### src/rtl/dmu_sii_tx.sv
// ---------------------------------------------------------------------------
// dmu_sii_tx
//
// DMU-side transmitter for the inbound DMU->SII interface. Whole packets from
// the DMU core (DMA read, DMA write, Mondo, PIO read return) are captured in
// one holding register on accept. Each packet is sent as a header cycle
// followed by 0, 1 or 4 payload beats, with even parity per 16-bit lane.
// DMA writes use one credit per tag. A 16-bit outstanding bitmap is set when
// a write is accepted and cleared when its write-ack returns.
//
// Handshake: a packet is accepted on any rising edge of iol2clk where
// req_vld & req_rdy. req_rdy is combinational. It depends on the current
// request (type and tag) and on registered state only, never on req_vld.
// After the accept edge the request inputs are not used again.
//
// Ports
//   iol2clk            clock
//   rst_l              asynchronous active-low reset
//   req_vld/req_rdy    packet handshake from the DMU core
//   req_type           0 DMA read, 1 DMA write, 2 Mondo, 3 PIO read return
//   req_bypass         bypass queue select (reads/writes only)
//   req_hdr            128-bit header; [79:64] tag ID, [39:0] PA
//   req_data           4 x 128-bit payload beats, beat n = [128n+127:128n]
//   req_be             4 x 16-bit write byte enables, beat n = [16n+15:16n]
//   sii_dmu_wrack_*    write credit return (valid + tag)
//   dmu_sii_*          registered header/payload stream towards SII
//   wr_outstanding     number of outstanding write tags
//   err_wrack          one-cycle pulse: write-ack for a tag not outstanding
//   fsm_state          debug view of the transmit FSM (0 idle, 1 hdr, 2 pay)
// ---------------------------------------------------------------------------
module dmu_sii_tx #(
    parameter int WR_CREDITS = 16
) (
    input  logic         iol2clk,
    input  logic         rst_l,

    input  logic         req_vld,
    output logic         req_rdy,
    input  logic [1:0]   req_type,
    input  logic         req_bypass,
    input  logic [127:0] req_hdr,
    input  logic [511:0] req_data,
    input  logic [63:0]  req_be,

    input  logic         sii_dmu_wrack_vld,
    input  logic [3:0]   sii_dmu_wrack_tag,

    output logic         dmu_sii_hdr_vld,
    output logic         dmu_sii_datareq,
    output logic         dmu_sii_datareq16,
    output logic         dmu_sii_reqbypass,
    output logic [127:0] dmu_sii_data,
    output logic [7:0]   dmu_sii_parity,
    output logic [15:0]  dmu_sii_be,

    output logic [4:0]   wr_outstanding,
    output logic         err_wrack,
    output logic [1:0]   fsm_state
);

    typedef enum logic [1:0] {
        ST_IDLE = 2'd0,
        ST_HDR  = 2'd1,
        ST_PAY  = 2'd2
    } state_t;

    localparam logic [1:0] T_RD    = 2'd0;
    localparam logic [1:0] T_WR    = 2'd1;
    localparam logic [1:0] T_MONDO = 2'd2;
    localparam logic [1:0] T_PIO   = 2'd3;

    localparam logic [4:0] CREDIT_LIMIT = 5'(WR_CREDITS);

    // ------------------------------------------------------------------
    // State
    // ------------------------------------------------------------------
    state_t         state;
    logic [1:0]     bcnt;           // index of the payload beat on the bus
    logic [1:0]     hold_type;
    logic [511:0]   hold_data;
    logic [63:0]    hold_be;
    logic [15:0]    outstanding;    // one bit per write tag in flight

    assign fsm_state = state;

    // ------------------------------------------------------------------
    // Helpers
    // ------------------------------------------------------------------
    function automatic logic [7:0] lane_parity(input logic [127:0] d);
        logic [7:0] p;
        for (int i = 0; i < 8; i++) begin
            p[i] = ^d[16*i +: 16];
        end
        return p;
    endfunction

    // ------------------------------------------------------------------
    // Combinational control
    // ------------------------------------------------------------------
    logic           has_pay;
    logic [1:0]     last_beat;
    logic           slot_free;
    logic [3:0]     req_tag;
    logic           credit_ok;
    logic           accept;
    logic [1:0]     nxt_beat;
    logic [127:0]   beat_data;
    logic [15:0]    beat_be;
    logic           hdr_datareq;
    logic           hdr_datareq16;
    logic           hdr_bypass;

    always_comb begin
        has_pay   = (hold_type != T_RD);
        last_beat = (hold_type == T_WR) ? 2'd3 : 2'd0;

        // The output register can take a new header next cycle when nothing
        // of the held packet remains to be sent after the current cycle.
        slot_free = (state == ST_IDLE)
                 || ((state == ST_HDR) && !has_pay)
                 || ((state == ST_PAY) && (bcnt == last_beat));

        req_tag   = req_hdr[67:64];
        // Uses the registered bitmap, so a same-cycle wrack for this tag
        // only frees it from the following cycle on.
        credit_ok = !outstanding[req_tag] && (wr_outstanding < CREDIT_LIMIT);

        req_rdy   = rst_l && slot_free && ((req_type != T_WR) || credit_ok);
        accept    = req_vld && req_rdy;

        // Beat that goes on the bus at the next edge when staying in a packet.
        nxt_beat  = (state == ST_PAY) ? (bcnt + 2'd1) : 2'd0;
        beat_data = hold_data[{nxt_beat, 7'd0} +: 128];
        beat_be   = (hold_type == T_WR) ? hold_be[{nxt_beat, 4'd0} +: 16] : 16'd0;

        hdr_datareq   = (req_type != T_RD);
        hdr_datareq16 = req_type[1];
        case (req_type)
            T_MONDO: hdr_bypass = 1'b0;
            T_PIO:   hdr_bypass = 1'b1;
            default: hdr_bypass = req_bypass;
        endcase
    end

    // ------------------------------------------------------------------
    // Transmit FSM with registered outputs
    // ------------------------------------------------------------------
    always_ff @(posedge iol2clk or negedge rst_l) begin
        if (!rst_l) begin
            state             <= ST_IDLE;
            bcnt              <= 2'd0;
            hold_type         <= T_RD;
            hold_data         <= '0;
            hold_be           <= '0;
            dmu_sii_hdr_vld   <= 1'b0;
            dmu_sii_datareq   <= 1'b0;
            dmu_sii_datareq16 <= 1'b0;
            dmu_sii_reqbypass <= 1'b0;
            dmu_sii_data      <= '0;
            dmu_sii_parity    <= '0;
            dmu_sii_be        <= '0;
        end else begin
            // Idle cycles drive zeros; each branch below overrides as needed.
            dmu_sii_hdr_vld   <= 1'b0;
            dmu_sii_datareq   <= 1'b0;
            dmu_sii_datareq16 <= 1'b0;
            dmu_sii_reqbypass <= 1'b0;
            dmu_sii_data      <= '0;
            dmu_sii_parity    <= '0;
            dmu_sii_be        <= '0;

            // An accept only happens when the slot is free, which is exactly
            // when the current packet has nothing left to send, so a new
            // header always takes priority over the case logic below.
            if (accept) begin
                hold_type         <= req_type;
                hold_data         <= req_data;
                hold_be           <= req_be;
                dmu_sii_hdr_vld   <= 1'b1;
                dmu_sii_datareq   <= hdr_datareq;
                dmu_sii_datareq16 <= hdr_datareq16;
                dmu_sii_reqbypass <= hdr_bypass;
                dmu_sii_data      <= req_hdr;
                dmu_sii_parity    <= lane_parity(req_hdr);
                bcnt              <= 2'd0;
                state             <= ST_HDR;
            end else begin
                case (state)
                    ST_IDLE: begin
                        state <= ST_IDLE;
                    end
                    ST_HDR: begin
                        if (has_pay) begin
                            dmu_sii_data   <= beat_data;
                            dmu_sii_parity <= lane_parity(beat_data);
                            dmu_sii_be     <= beat_be;
                            bcnt           <= 2'd0;
                            state          <= ST_PAY;
                        end else begin
                            state <= ST_IDLE;
                        end
                    end
                    ST_PAY: begin
                        if (bcnt == last_beat) begin
                            bcnt  <= 2'd0;
                            state <= ST_IDLE;
                        end else begin
                            dmu_sii_data   <= beat_data;
                            dmu_sii_parity <= lane_parity(beat_data);
                            dmu_sii_be     <= beat_be;
                            bcnt           <= nxt_beat;
                            state          <= ST_PAY;
                        end
                    end
                    default: begin
                        bcnt  <= 2'd0;
                        state <= ST_IDLE;
                    end
                endcase
            end
        end
    end

    // ------------------------------------------------------------------
    // Write credit tracking
    // ------------------------------------------------------------------
    logic        wr_set;
    logic        wr_clr;
    logic        wrack_bad;
    logic [15:0] set_vec;
    logic [15:0] clr_vec;

    always_comb begin
        wr_set    = accept && (req_type == T_WR);
        wr_clr    = sii_dmu_wrack_vld && outstanding[sii_dmu_wrack_tag];
        wrack_bad = sii_dmu_wrack_vld && !outstanding[sii_dmu_wrack_tag];
        set_vec   = wr_set ? (16'd1 << req_tag) : 16'd0;
        clr_vec   = wr_clr ? (16'd1 << sii_dmu_wrack_tag) : 16'd0;
    end

    // Set and clear never hit the same tag (accept is gated by the
    // registered bitmap), so both can be applied in the same cycle.
    always_ff @(posedge iol2clk or negedge rst_l) begin
        if (!rst_l) begin
            outstanding    <= '0;
            wr_outstanding <= '0;
            err_wrack      <= 1'b0;
        end else begin
            outstanding    <= (outstanding & ~clr_vec) | set_vec;
            wr_outstanding <= wr_outstanding + 5'(wr_set) - 5'(wr_clr);
            err_wrack      <= wrack_bad;
        end
    end

endmodule

### config.mk
export PLATFORM = sky130hd
export DESIGN_NAME = dmu_sii_tx
export DESIGN_NICKNAME = d
export VERILOG_FILES = /design/src/rtl/dmu_sii_tx.sv
export SDC_FILE = /design/constraint.sdc
export NUM_CORES = 2
export LEC_CHECK = 0
export ABC_AREA = 1
export CAP_MARGIN = 40
export CORE_AREA = 8 8 338 340
export DETAILED_ROUTE_END_ITERATION = 12
export DIE_AREA = 0 0 346 348
export SETUP_SLACK_MARGIN = 0.05
export SYNTH_ARGS = -nofsm -noshare
export SYNTH_HDL_FRONTEND = slang
export SYNTH_SLANG_ARGS = --single-unit
export TNS_END_PERCENT = 5
### constraint.sdc
create_clock -name iol2clk -period 5.8 [get_ports iol2clk]
set_input_delay 0.87 -clock iol2clk [delete_from_list [all_inputs] [get_ports iol2clk]]
set_output_delay 0.87 -clock iol2clk [all_outputs]
set_load 0.005 [all_outputs]
* Word-level counts from Yosys, hierarchy flattened
Cells that the tools add are included.
Cells by class: $add $sub $neg 3, $lt $le $gt $ge 3, eq/ne operators 10, shifts and indexed selects 4, mux-type cells 34, bitwise logic cells 3, reductions and logical operators 35
Operators by type and width (count):
- 512-bit by 10-bit indexed part select with 128-bit output | 1
- 128-bit 2-to-1 mux | 3
- 128-bit case mux with 2 select lines | 1
- 16-bit parity | 16
- 16-bit 2-to-1 mux | 6
- 64-bit by 7-bit indexed part select with 16-bit output | 1
- 16-bit case mux with 2 select lines | 1
- 1-bit by 4-bit << shifter with 16-bit output, first input constant | 2
- 8-bit 2-to-1 mux | 3
- 16-bit AND | 1
- 2-bit 2-to-1 mux | 8
- 16-bit NOT | 1
- 16-bit bitwise OR | 1
- 8-bit case mux with 2 select lines | 1
- 4-bit by 5-bit < comparator with 1-bit output, second input constant | 2
- 1-bit logical AND | 9
- 1-bit binary-select mux with 4-bit select | 2
- 2-bit by 1-bit == test with 1-bit output, second input constant | 3
- 2-bit == test, second input constant | 3
- 1-bit 2-to-1 mux | 6
- 2-bit case mux with 3 select lines | 1
- 5-bit by 1-bit adder with 5-bit output | 1
- 5-bit < comparator, second input constant | 1
- 5-bit by 1-bit subtractor with 5-bit output | 1
- other kinds (12) | 17
Storage, ports and cells: bits in registers 760, output and inout bits 165, word-level logic and storage cells 107

* Longest topological paths before layout
word-level depth 11, mapped depth 21, depth with buffers taken out 19

* Worst setup path after synthesis
OpenSTA, ideal clock, no wires.
path type input to register, start input port req_hdr[64], end register wr_outstanding[4], library setup time 0.079 ns, arrival 3.395 ns, data required time 5.721 ns, path slack 2.326 ns, stages on the path 18, buffers on the path 3, cell sequence buf_2 > nand2_1 > o21ai_0 > o211ai_1 > nand2_1 > o21ai_1 > nand3_1 > inv_2 > buf_2 > nand2_1 > buf_2 > ha_1 > inv_1 > ha_1 > inv_1 > fa_1 > o21ai_0 > xor2_1
On the way: cells in the longest elaborated chain, start to end 10
Ends and longest elaborated chain:
- from (decl) | line 41 | input logic [127:0] req_hdr,
- 1-bit binary-select mux with 4-bit select | line 126 | credit_ok = !outstanding[req_tag] && (wr_outstanding < CREDIT_LIMIT);
- 1-bit 2-to-1 mux (not written as such) | line 126
- 1-bit logical NOT | line 126
- 1-bit logical AND | line 126
- 1-bit logical OR | line 128 | req_rdy = rst_l && slot_free && ((req_type != T_WR) || credit_ok);
- 1-bit logical AND | line 128
- 1-bit logical AND | line 129 | accept = req_vld && req_rdy;
- 1-bit logical AND | line 234 | wr_set = accept && (req_type == T_WR);
- 5-bit by 1-bit adder with 5-bit output | line 250 | wr_outstanding <= wr_outstanding + 5'(wr_set) - 5'(wr_clr);
- 5-bit by 1-bit subtractor with 5-bit output | line 250
- to (signal assigned) | line 250
- to (decl) | line 56 | output logic [4:0] wr_outstanding,
Every way passes these cells. The select of a mux whose other input is x is not followed. A chain may end at the register's enable or synchronous reset.

* Final worst setup path
Ends and elaborated chain as after synthesis.

==> summary.txt <==
Synth
  • Synthesized flop and latch total: between 700 and 800
  • XOR/XNOR share of the synthesized area: roughly 2.7%
  • Post-synthesis instance area: 0.0401 mm²
  • Main combinational cell family by area after synthesis: simple AND/OR/NAND/NOR gates
  • Sequential-to-total area share from yosys stat: a little under half
  • Synth Area in Adders: less than 1%
  • Mux contribution to synthesized area: 0%
  • Mean Syn Cell Area: 6.88 µm²
  • Simple-gate portion of the synthesized area: 37.7%
  • Synth Area in Compound Gates: under 10%
  • Synth Net Count: approximately 6500
  • Post-Syn Instances: roughly 5800
  • Synth cell types: 32
  • Yosys warns: 0

Timing
  • Period utilization: 72.3%
  • Fin worst setup slack: 1610 ps
  • Final Hold Fails: 0
  • Crit path time final: roughly 4200 ps
  • Clk_skew: ~24 ps
  • RSZ-0062 raised after global routing: no
  • Final TNS setup: 0 ps
  • Max-slew violations: 0
  • Max-slew headroom: roughly a quarter
  • Final setup viols: 0
  • Fmax: 239 MHz
  • Hold slack: between 100 and 150 ps
  • Slew of the pin with the lowest slew margin: ~1100 ps

Pwr
  • Total power: roughly 18 mW
  • Clk pwr share: about a third
  • Maximum vdd drop: between 150 and 200 µV
  • Psw: 6.27 mW
  • Int Power: between 10 and 15 mW
  • Switch share: between 30% and 40%
  • Pleak: 27.3 nW
  • Pwr dens: about 350 mW/mm²
  • Comb power frac: about 29%
  • Sequential power share: about two fifths

Detailed routing
  • Wire length per cell: a little under 20 µm
  • Routed wire length: 156000 µm
  • Remaining DRCs: 0
  • 1st-iter DRT viols: 2751
  • Antenna viol nets, final: 0
  • Avg Vias per Cell: just under 5
  • Drt first pass iters: 7
  • Vias: 38900

Clock tree
  • Root Buffer: clkbuf_16
  • TritonCTS Buffers: approximately 90
  • Worst-path clk slew: ~60 ps
  • TritonCTS clock tree: yes
  • Post-CTS setup repair buffer count: 0
  • Maximum buffer depth of the clock tree: 3
  • Clock sinks: roughly 760
  • Later-pin clock latency in the skew report: about 670 ps
  • H-tree depth: 3
  • CTS resizes: 0
  • Cts hold-fix bufs: 0

Setup path
  • Worst Path Class, Setup: input pin to flop
  • Worst reg2reg setup slack: approximately 1700 ps
  • WP data arrival: 4780 ps
  • Max Fanout on Critical Path: 25
  • CP endpoint kind: flop
  • Crit path launch type: input pin
  • Req. time, crit path: roughly 6400 ps

Floorplanning
  • Core area: about 0.11 mm²
  • Die area: 0.120 mm²
  • Initial Utilization: about 37%
  • Num ports: 880
  • Die width: roughly 350 µm
  • Standard-cell rows: around 120
  • Die Ht: 348 µm

Cells and area
  • Layout cell share with drive strength beyond 1: between 3 and 4%
  • Fin nets: between 7000 and 8000
  • Register area: between 0.015 and 0.02 mm²
  • Fillers: 10900
  • Multi-input gate area: around 0.018 mm²
  • Most frequent cells in the layout: nand2_1, clkdlybuf4s50_1, dfrtp_1, o21ai_0, inv_1
  • Final core utilization: around half
  • Most common cell after layout, fill and taps aside: nand2_1
  • Layout Area Growth over Synthesis: 32.8%

Global routing
  • GRT Resource Usage Total: between 20% and 30%
  • Initial antenna violation count: 69
  • First-pass GRT wire length: ~230000 µm
  • Pin count of the biggest net entering global routing: about 260
  • Vias in the first global route: between 30000 and 40000
  • Total grt overflow: 0

Place
  • PortBufs: 879
  • DP HPWL: approximately 110000 µm
  • Post-place setup slack: 942 ps
  • Placer Congestion: around 0.9

Min path
  • Worst Hold Class: input pin to asynchronous set/reset pin

Outcome
  • Status: complete, no violations

Run
  • Max-cap violations: 0
-- routing by layer --
layer	up-vias	routed length (µm)	GRT usage [%]
li1	19300	-	-
met1	18300	66300	31.8
met2	1099	74200	41.4
met3	220	10900	6.65
met4	34	4610	8.10
met5	-	230	0
-- synthesized netlist by cell type --
master / number / area [µm²]
ha_1: 12 / 150
xnor2_1: 98 / 858
o211ai_1: 3 / 22.5
o311ai_1: 1 / 8.76
clkbuf_1: 41 / 154
o22ai_1: 5 / 31.3
clkinv_1: 4 / 15.0
nand2_2: 1 / 6.26
nor2_4: 2 / 22.5
a31oi_1: 17 / 106
buf_4: 3 / 22.5
o21ai_1: 39 / 195
and2_1: 1 / 6.26
nand2_1: 3548 / 13300
nor2_1: 31 / 116
buf_2: 243 / 1220
dfrtp_1: 759 / 19000
nand3_1: 275 / 1380
nand3_2: 1 / 10.0
nor3_1: 16 / 80.1
buf_1: 24 / 90.1
inv_1: 293 / 1100
xor2_1: 24 / 210
a32oi_1: 1 / 8.76
a211oi_1: 1 / 7.51
o21ai_0: 333 / 1670
inv_2: 14 / 52.6
nand4_1: 4 / 25.0
o2111ai_1: 1 / 8.76
nand3b_1: 18 / 135
a21oi_1: 6 / 30.0
fa_1: 1 / 20.0
-- metrics by stage --
| stage | cells | area, µm² |
|---|---|---|
| final | 8077 | 53200 |
| after global routing | 8061 | 53100 |
| after CTS | 8028 | 53100 |
| after detailed placement | 7861 | 49900 |
| after global placement | 7850 | 49600 |
| after floorplan | 5820 | 40100 |
-- final cells by class --
class | instances | share of cell area [%]
Sequential cell | 759 | 35.7
Multi-Input combinational cell | 4439 | 34.7
Timing Repair Buffer | 926 | 17.8
Clock buffer | 128 | 5.02
Tap cell | 1426 | 3.35
Inverter | 311 | 2.21
Clock inverter | 39 | 0.903
Antenna cell | 49 | 0.231
-- critical path, stage by stage --
cell and delay, ps:
clkdlybuf4s50_1 750, inv_2 170, nor2_1 110, o21ai_0 100, nand2_1 70, nand3_1 70, o21ai_1 280, nand3_4 170
inv_8 210, nand2_1 430, ha_1 450, inv_1 60, ha_1 170, inv_1 60, fa_1 430, o21ai_0 220
xor2_1 160
-- power groups by stage --
stage | Sequential [mW] | Combinational (mW) | Clock [mW]
global route | 7.21 | 6.18 | 6.36
floorplan | 7.00 | 3.46 | 0
detailed placement | 7.14 | 5.38 | 0
global placement | 7.14 | 5.24 | 0
finish | 7.07 | 5.39 | 6.03
CTS | 7.07 | 5.42 | 6.18
-- state kept, by name, indices dropped and copies added, names as in the netlist --
signal             cells
dmu_sii_data         128
dmu_sii_datareq16      1
fsm_state              2
hold_type              2
hold_data            512
hold_be               64
outstanding           16
dmu_sii_be            16
bcnt                   2
wr_outstanding         5
err_wrack              1
dmu_sii_datareq        1
dmu_sii_reqbypass      1
dmu_sii_parity         8
-- worst paths after layout --
check,start,end,cells after the start
min in group iol2clk,hold_be[25],hold_be[25],2
max in group asynchronous,rst_l,hold_be[57],4
worst max register to register,fsm_state[0],wr_outstanding[4],15
worst min-delay path,rst_l,hold_data[57],1
worst min register to register,hold_be[25],hold_be[25],2
worst max-delay path,req_hdr[64],wr_outstanding[4],17
-- cell families (layout without fill, tap and decap cells) --
family / Yosys count / after routing
xor+xnor: 122 / 122
buf+inv: 622 / 1404
fa+ha+maj: 13 / 13
simple gates: 3897 / 3897
flops: 759 / 759
compound gates: 407 / 407
other cells: 0 / 49
(Power assumes the default switching activity.)
